[config.mk]
export PLATFORM = sky130hd
export DESIGN_NAME = uart_rx
export DESIGN_NICKNAME = d
export VERILOG_FILES = /design/src/rtl/uart_rx.sv
export SDC_FILE = /design/constraint.sdc
export NUM_CORES = 1
export LEC_CHECK = 0
export CAP_MARGIN = 40
export CORE_ASPECT_RATIO = 1.2
export CORE_MARGIN = 8
export CORE_UTILIZATION = 50
export CTS_CLUSTER_SIZE = 30
export DETAILED_ROUTE_END_ITERATION = 8
export PLACE_DENSITY = 0.81
export SLEW_MARGIN = 15
export SYNTH_ARGS = -nofsm -noshare
export SYNTH_HDL_FRONTEND = slang
export SYNTH_SLANG_ARGS = --single-unit
[constraint.sdc]
create_clock -name clk -period 2 [get_ports clk]
set_input_delay 0.4 -clock clk [delete_from_list [all_inputs] [get_ports clk]]
set_output_delay 0.4 -clock clk [all_outputs]
set_load 0.05 [all_outputs]
[src/rtl/uart_rx.sv]
`default_nettype none
// ============================================================================
// Module   : uart_rx
// Brief    : Oversampling UART receiver with framing/parity fault pulses.
//            Optional parity bit enabled by defining UART_RX_PARITY_EN.
// Revision : 1.0 - initial release
// ============================================================================
module uart_rx #(
    parameter int DATA_BITS       = 8,
    parameter int OVERSAMPLE      = 16,
    parameter int CLKS_PER_SAMPLE = 27,
    parameter bit PARITY_ODD      = 1'b0
) (
    input  logic                 clk,
    input  logic                 rst,
    input  logic                 Rx_Serial,
    input  logic                 BIST_Mode,
    output logic [DATA_BITS-1:0] Rx_Data,
    output logic                 Data_Rdy,
    output logic                 Framing_Error,
    output logic                 Parity_Error,
    output logic                 Rx_Busy
);

    localparam int CNT_W = $clog2(CLKS_PER_SAMPLE);
    localparam int S_W   = $clog2(OVERSAMPLE);
    localparam int IDX_W = $clog2(DATA_BITS);

    localparam logic [CNT_W-1:0] CNT_LAST  = CNT_W'(CLKS_PER_SAMPLE - 1);
    localparam logic [S_W-1:0]   S_LAST    = S_W'(OVERSAMPLE - 1);
    localparam logic [S_W-1:0]   HALF_LAST = S_W'(OVERSAMPLE / 2 - 1);
    localparam logic [IDX_W-1:0] LAST_IDX  = IDX_W'(DATA_BITS - 1);

    localparam logic [2:0] IDLE      = 3'd0;
    localparam logic [2:0] START     = 3'd1;
    localparam logic [2:0] DATA      = 3'd2;
    localparam logic [2:0] STOP      = 3'd3;
    localparam logic [2:0] WAIT_IDLE = 3'd4;
`ifdef UART_RX_PARITY_EN
    localparam logic [2:0] PARITY     = 3'd5;
    localparam logic [2:0] AFTER_DATA = PARITY;
`else
    localparam logic [2:0] AFTER_DATA = STOP;
`endif

    logic                 sync1;
    logic                 rx_s;
    logic [2:0]           state;
    logic [2:0]           state_next;
    logic [CNT_W-1:0]     clk_cnt;
    logic [S_W-1:0]       s_cnt;
    logic [S_W-1:0]       s_target;
    logic [IDX_W-1:0]     bit_idx;
    logic [DATA_BITS-1:0] shift_reg;
    logic                 tick;
    logic                 sample_now;
`ifdef UART_RX_PARITY_EN
    logic                 parity_err;
`else
    logic                 unused_parity_cfg;
    assign unused_parity_cfg = PARITY_ODD;
    assign Parity_Error      = 1'b0;
`endif

    // The start bit is sampled at its midpoint; every later bit one full period on.
    assign tick       = (clk_cnt == CNT_LAST);
    assign s_target   = (state == START) ? HALF_LAST : S_LAST;
    assign sample_now = tick && (s_cnt == s_target);

    always_comb begin
        state_next = state;
        if (BIST_Mode) begin
            state_next = IDLE;
        end else begin
            case (state)
                IDLE:      if (!rx_s) state_next = START;
                START:     if (sample_now) state_next = rx_s ? IDLE : DATA;
                DATA:      if (sample_now && bit_idx == LAST_IDX) state_next = AFTER_DATA;
`ifdef UART_RX_PARITY_EN
                PARITY:    if (sample_now) state_next = STOP;
`endif
                // A low stop bit parks in WAIT_IDLE so a break is not re-framed.
                STOP:      if (sample_now) state_next = rx_s ? IDLE : WAIT_IDLE;
                WAIT_IDLE: if (rx_s) state_next = IDLE;
                default:   state_next = IDLE;
            endcase
        end
    end

    always_ff @(posedge clk) begin
        if (rst) begin
            sync1         <= 1'b1;
            rx_s          <= 1'b1;
            state         <= IDLE;
            clk_cnt       <= '0;
            s_cnt         <= '0;
            bit_idx       <= '0;
            shift_reg     <= '0;
            Rx_Data       <= '0;
            Data_Rdy      <= 1'b0;
            Framing_Error <= 1'b0;
            Rx_Busy       <= 1'b0;
`ifdef UART_RX_PARITY_EN
            parity_err    <= 1'b0;
            Parity_Error  <= 1'b0;
`endif
        end else begin
            sync1         <= Rx_Serial;
            rx_s          <= sync1;
            state         <= state_next;
            Rx_Busy       <= (state_next != IDLE);
            Data_Rdy      <= 1'b0;
            Framing_Error <= 1'b0;
`ifdef UART_RX_PARITY_EN
            Parity_Error  <= 1'b0;
`endif
            if (state == IDLE || BIST_Mode) begin
                clk_cnt <= '0;
                s_cnt   <= '0;
            end else begin
                clk_cnt <= tick ? '0 : clk_cnt + 1'b1;
                if (tick) s_cnt <= sample_now ? '0 : s_cnt + 1'b1;
            end

            if (sample_now && !BIST_Mode) begin
                case (state)
                    START: begin
                        bit_idx <= '0;
`ifdef UART_RX_PARITY_EN
                        parity_err <= 1'b0;
`endif
                    end
                    DATA: begin
                        shift_reg <= {rx_s, shift_reg[DATA_BITS-1:1]};
                        bit_idx   <= bit_idx + 1'b1;
                    end
`ifdef UART_RX_PARITY_EN
                    PARITY: parity_err <= (rx_s != ((^shift_reg) ^ PARITY_ODD));
`endif
                    STOP: begin
                        if (!rx_s) begin
                            Framing_Error <= 1'b1;
`ifdef UART_RX_PARITY_EN
                        end else if (parity_err) begin
                            Parity_Error <= 1'b1;
`endif
                        end else begin
                            Rx_Data  <= shift_reg;
                            Data_Rdy <= 1'b1;
                        end
                    end
                    default: ;
                endcase
            end
        end
    end

endmodule
`default_nettype wire

======== After elaboration in Yosys (flattened, before gate mapping) ========
Index checks and enable logic that the tools add are counted.
Widths: inputs -> output; s select.
cells by class
  shifts and indexed selects .............. 0
  eq/ne operators ......................... 7
  order comparisons ....................... 0
  bitwise operators ....................... 2
  multiplexer cells ....................... 14
  multiply operators ...................... 0
  $add $sub $neg .......................... 3
  divide/modulo/power cells ............... 0
  reductions and logical operators ........ 14
operator list
  cell                 number
  $mux 3               7
  $pmux 3 s5           1
  $mux 4               2
  $eq 3x2->1 const B   2
  $eq 3x3->1 const B   2
  $pmux 3 s2           1
  $reduce_or 3->1      2
  $add 5x1->5 const B  1
  $eq 5x5->1 const B   1
  $add 4x1->4 const B  1
  $eq 4x4->1           1
  $reduce_and 2->1     2
  $add 3x1->3 const B  1
  $eq 3x1->1 const B   1
  $logic_and 1x1->1    3
  $logic_not 3->1      1
  $reduce_and 3->1     1
  $reduce_bool 3->1    1
  $mux 1               2
  $mux 2               1
  $not 1->1            2
  $reduce_bool 2->1    1
  $reduce_or 2->1      1
  $logic_not 1->1      1
  $logic_or 1x1->1     1
word-level totals
  output and inout port bits .............. 12
  bits in writable memories ............... 0
  word-level logic and storage cells ...... 51
  register bits ........................... 36
  memories ................................ 0
  latch bits .............................. 0
  ROM bits ................................ 0

======== Logic depth before layout (Yosys ltp) ========
  word-level depth ........................ 9
  mapped depth ............................ 7
  mapped depth without buffers ............ 6

======== Worst setup path before layout ========
OpenSTA, ideal clock, no wires.
  path type ............................... flip-flop to flip-flop
  from .................................... register clk_cnt[0]
  to ...................................... register shift_reg[0]
  setup slack ............................. 0.274 ns
  path buffers ............................ 1
  arrival time ............................ 1.611 ns
  setup time .............................. 0.114 ns
  stages on the path, launching flop included .. 8
  path through ............................ dfxtp_1 inv_1 ha_1 nand4b_4 or4_1 buf_4 mux2i_1 nor2_1
on the way
  word-level cells in the longest chain between the ends .. 4
ends and longest elaborated chain
  item                               line  RTL
  start: declaration                 50    logic [CNT_W-1:0] clk_cnt;
  start signal: assignment           121   clk_cnt <= tick ? '0 : clk_cnt + 1'b1;
  $eq 5x5->1                         66    assign tick = (clk_cnt == CNT_LAST);
  $logic_and 1x1->1                  68    assign sample_now = tick && (s_cnt == s_target);
  $logic_and 1x1->1                  125   if (sample_now && !BIST_Mode) begin
  $reduce_and 2->1 (no source line)  -
  end signal: assignment             134   shift_reg <= {rx_s, shift_reg[DATA_BITS-1:1]};
  end: declaration                   54    logic [DATA_BITS-1:0] shift_reg;
Every way passes these cells.
A chain may end at the register's enable or synchronous reset.

======== Worst setup path after layout ========
  from .................................... register Rx_Data[5]
  to ...................................... output port Rx_Data[5]
RTL lines
  item                      line  RTL
  start: declaration        18    output logic [DATA_BITS-1:0] Rx_Data,
  start signal: assignment  148   Rx_Data <= shift_reg;
No word-level cell between the ends.

==> run_results.csv <==
group,metric,value,unit
outcome,status,"completed",
route,firstDrtPassIters,4,
power,p_int,0.996,mW
timing,tns,0,ns
floorplan,core-area,0.00300,mm²
flow_run,cap_violations,0,
cts,postCtsHoldBufs,0,
final_layout,n_antenna_cell,0,
logic_synthesis,ys_warn_count,0,
placed_design,gp_congestion,0.847,
critical_path,path_max_fanout,2,
critical_path,cp_top_family,"buffers and inverters",
critical_path,cp-end-kind,"output pin",
timing,max_freq,0.523,GHz
floorplan,die_area,0.00515,mm²
logic_synthesis,async_flop_share,0,
critical_path,r2r_slack,0.13,ns
logic_synthesis,yosysSeqAreaShare,0.465,
timing,clock_skew,0.0120,ns
critical_path,crit_path_top_delay_cell,"clkdlybuf4s50_1",
power,switching_share,0.216,
route,vias_per_cell,5.57,
timing,finalHoldViolCount,0,
hold_path,min_path_type,"register to register",
floorplan,die_x,66.9,µm
critical_path,start_kind,"register",
grt,grt_max_degree,23,
grt,antenna_found_initial,0,
critical_path,required,1.60,ns
route,drc,0,
floorplan,num_rows,22,
logic_synthesis,ys.flop_type,"dfxtp_1",
critical_path,critPathMaxStageDelay,0.81,ns
logic_synthesis,synth_edf_count,0,
timing,whs,0.428,ns
power,leakage,0.766,nW
grt,first_global_vias,1172,
floorplan,ios,16,
critical_path,worstPathArrival,1.51,ns
timing,tightestPinTransition,0.509,ns
placed_design,placed_area,0.00173,mm²
power,powerDensity,702,mW/mm²
final_layout,nets,181,
placed_design,place_hpwl,2100,µm
cts,cts-root-buf,"clkbuf_4",
power,power_frac_seq,0.570,
cts,insertion_delay,0.35,ns
logic_synthesis,ys_ff_latch,36,
logic_synthesis,synth.distinct_cells,41,
logic_synthesis,synth_fp_nets,163,
cts,htreeDepth,2,
timing,finalMaxSlewViolations,0,
final_layout,stdcell_area,0.00181,mm²
timing,period_share,0.956,
route,totalWireLength,2890,µm
placed_design,portBuffers,14,
logic_synthesis,netlist_instances,154,
logic_synthesis,syn_avg_cell_area,10.1,µm²
power,switching_power,0.274,mW
power,power,1.27,mW
route,drt_iter0_drc,36,
floorplan,start_util,0.517,
timing,max_slew_margin,0.659,
grt,grt.total_usage,0.123,
power,worst_ir_drop_vdd,0.966,mV
timing,rsz0062_at_grt,"false",
critical_path,critical_path_buf_inv_count,1,
cts,cts_buffer_depth,2,
cts,cts-buffers-inserted,5,
route,ant_nets,0,
floorplan,fp.dieH,77.0,µm
cts,clk_pin_slew,0.11,ns
cts,cts_tree,"built",
critical_path,crit_chain,"clkdlybuf4s50_1",
power,clkPwrFrac,0.400,
timing,setup_viol,0,
route,vias,1165,
final_layout,drive_gt1_frac,0.127,
final_layout,fill_cells,272,
timing,period_minus_slack,1.91,ns
route,post_drt_wl_per_cell,13.8,µm
grt,grt_pass1_wl,5090,µm
critical_path,crit_type,"register to output pin",
grt,grt-ovfl-total,0,
final_layout,area_delta_synth_final,16.6,%
power,comb_power_share,0.030,
cts,cts.sinks,36,
logic_synthesis,netlist_area,0.00155,mm²
repair_timing:
item | in CTS | in global routing
buffers inserted | 0 | 0
resized for setup | 0 | 2
setup endpoints to repair | 0 | 3
placed cells by master (no fill, tap or decap), drive strengths merged, types with 4 or more instances in the layout:
cell,instances
dfxtp,36
nor2,30
mux2i,17
clkdlybuf4s50,14
nand2,6
clkbuf,5
nand3,5
ha,5
buf,5
xor2,4
a21oi,4
final timing paths:
| path | startpoint | end | depth (start not counted) |
|---|---|---|---|
| worst max-delay path | Rx_Data[5] | Rx_Data[5] | 1 |
| worst min-delay path | sync1 | rx_s | 1 |
| worst max register to register | s_cnt[0] | shift_reg[0] | 6 |
| worst min register to register | sync1 | rx_s | 1 |
metal layers:
layer,share of wire,vias up,GRT usage
li1,-,577,-
met1,0.43,563,0.140
met2,0.50,18,0.198
met3,0.035,7,0.0305
met4,0.027,0,0.0755
met5,0,-,0
area by class of cell:
type                       instances  area [µm²]  area share
timing repair buffer              19         190       0.105
sequential                        36         721       0.398
clock inverter                     3        42.5      0.0235
multi-input combinational        109         769       0.425
inverter                           1        3.75     0.00207
clock buffer                       5        37.5      0.0207
tap                               36        45.0      0.0249
cell families after synthesis:
kind of cell | share of synthesized area
compound gates | 0.0661
xor+xnor | 0.0339
fa+ha+maj | 0.0403
buf+inv | 0.0419
flops | 0.465
mux | 0.117
other cells | 0.00242
simple gates | 0.234
metrics by stage:
step / setup WS [ns] / util / instances
floorplan: 0.274 / - / 154
global placement: -0.0519 / 0.575 / 201
detailed placement: -0.0958 / 0.575 / 201
CTS: 0.0639 / 0.602 / 209
global route: 0.0114 / 0.603 / 209
finish: 0.0886 / 0.603 / 209
power groups by stage:
stage / registers (mW) / clock network (mW) / logic, mW
after floorplan: 0.739 / 0 / 0.0258
after CTS: 0.723 / 0.524 / 0.0379
after global routing: 0.724 / 0.557 / 0.0417
after detailed placement: 0.740 / 0 / 0.0378
after global placement: 0.739 / 0 / 0.0374
final: 0.723 / 0.509 / 0.0381
synthesized netlist by cell type, types with 3 or more instances:
library cell  count  share of area
nand2_1           6          0.015
mux2i_1          17           0.11
a21oi_1           4          0.013
dfxtp_1          36           0.46
xor2_1            4          0.023
buf_6             3          0.022
and3_1            3          0.012
nand3_1           4          0.013
nor2_1           29          0.070
ha_1              5          0.040
nor3_1            3         0.0097
No activity file was read; power rests on OpenSTA's default activity.
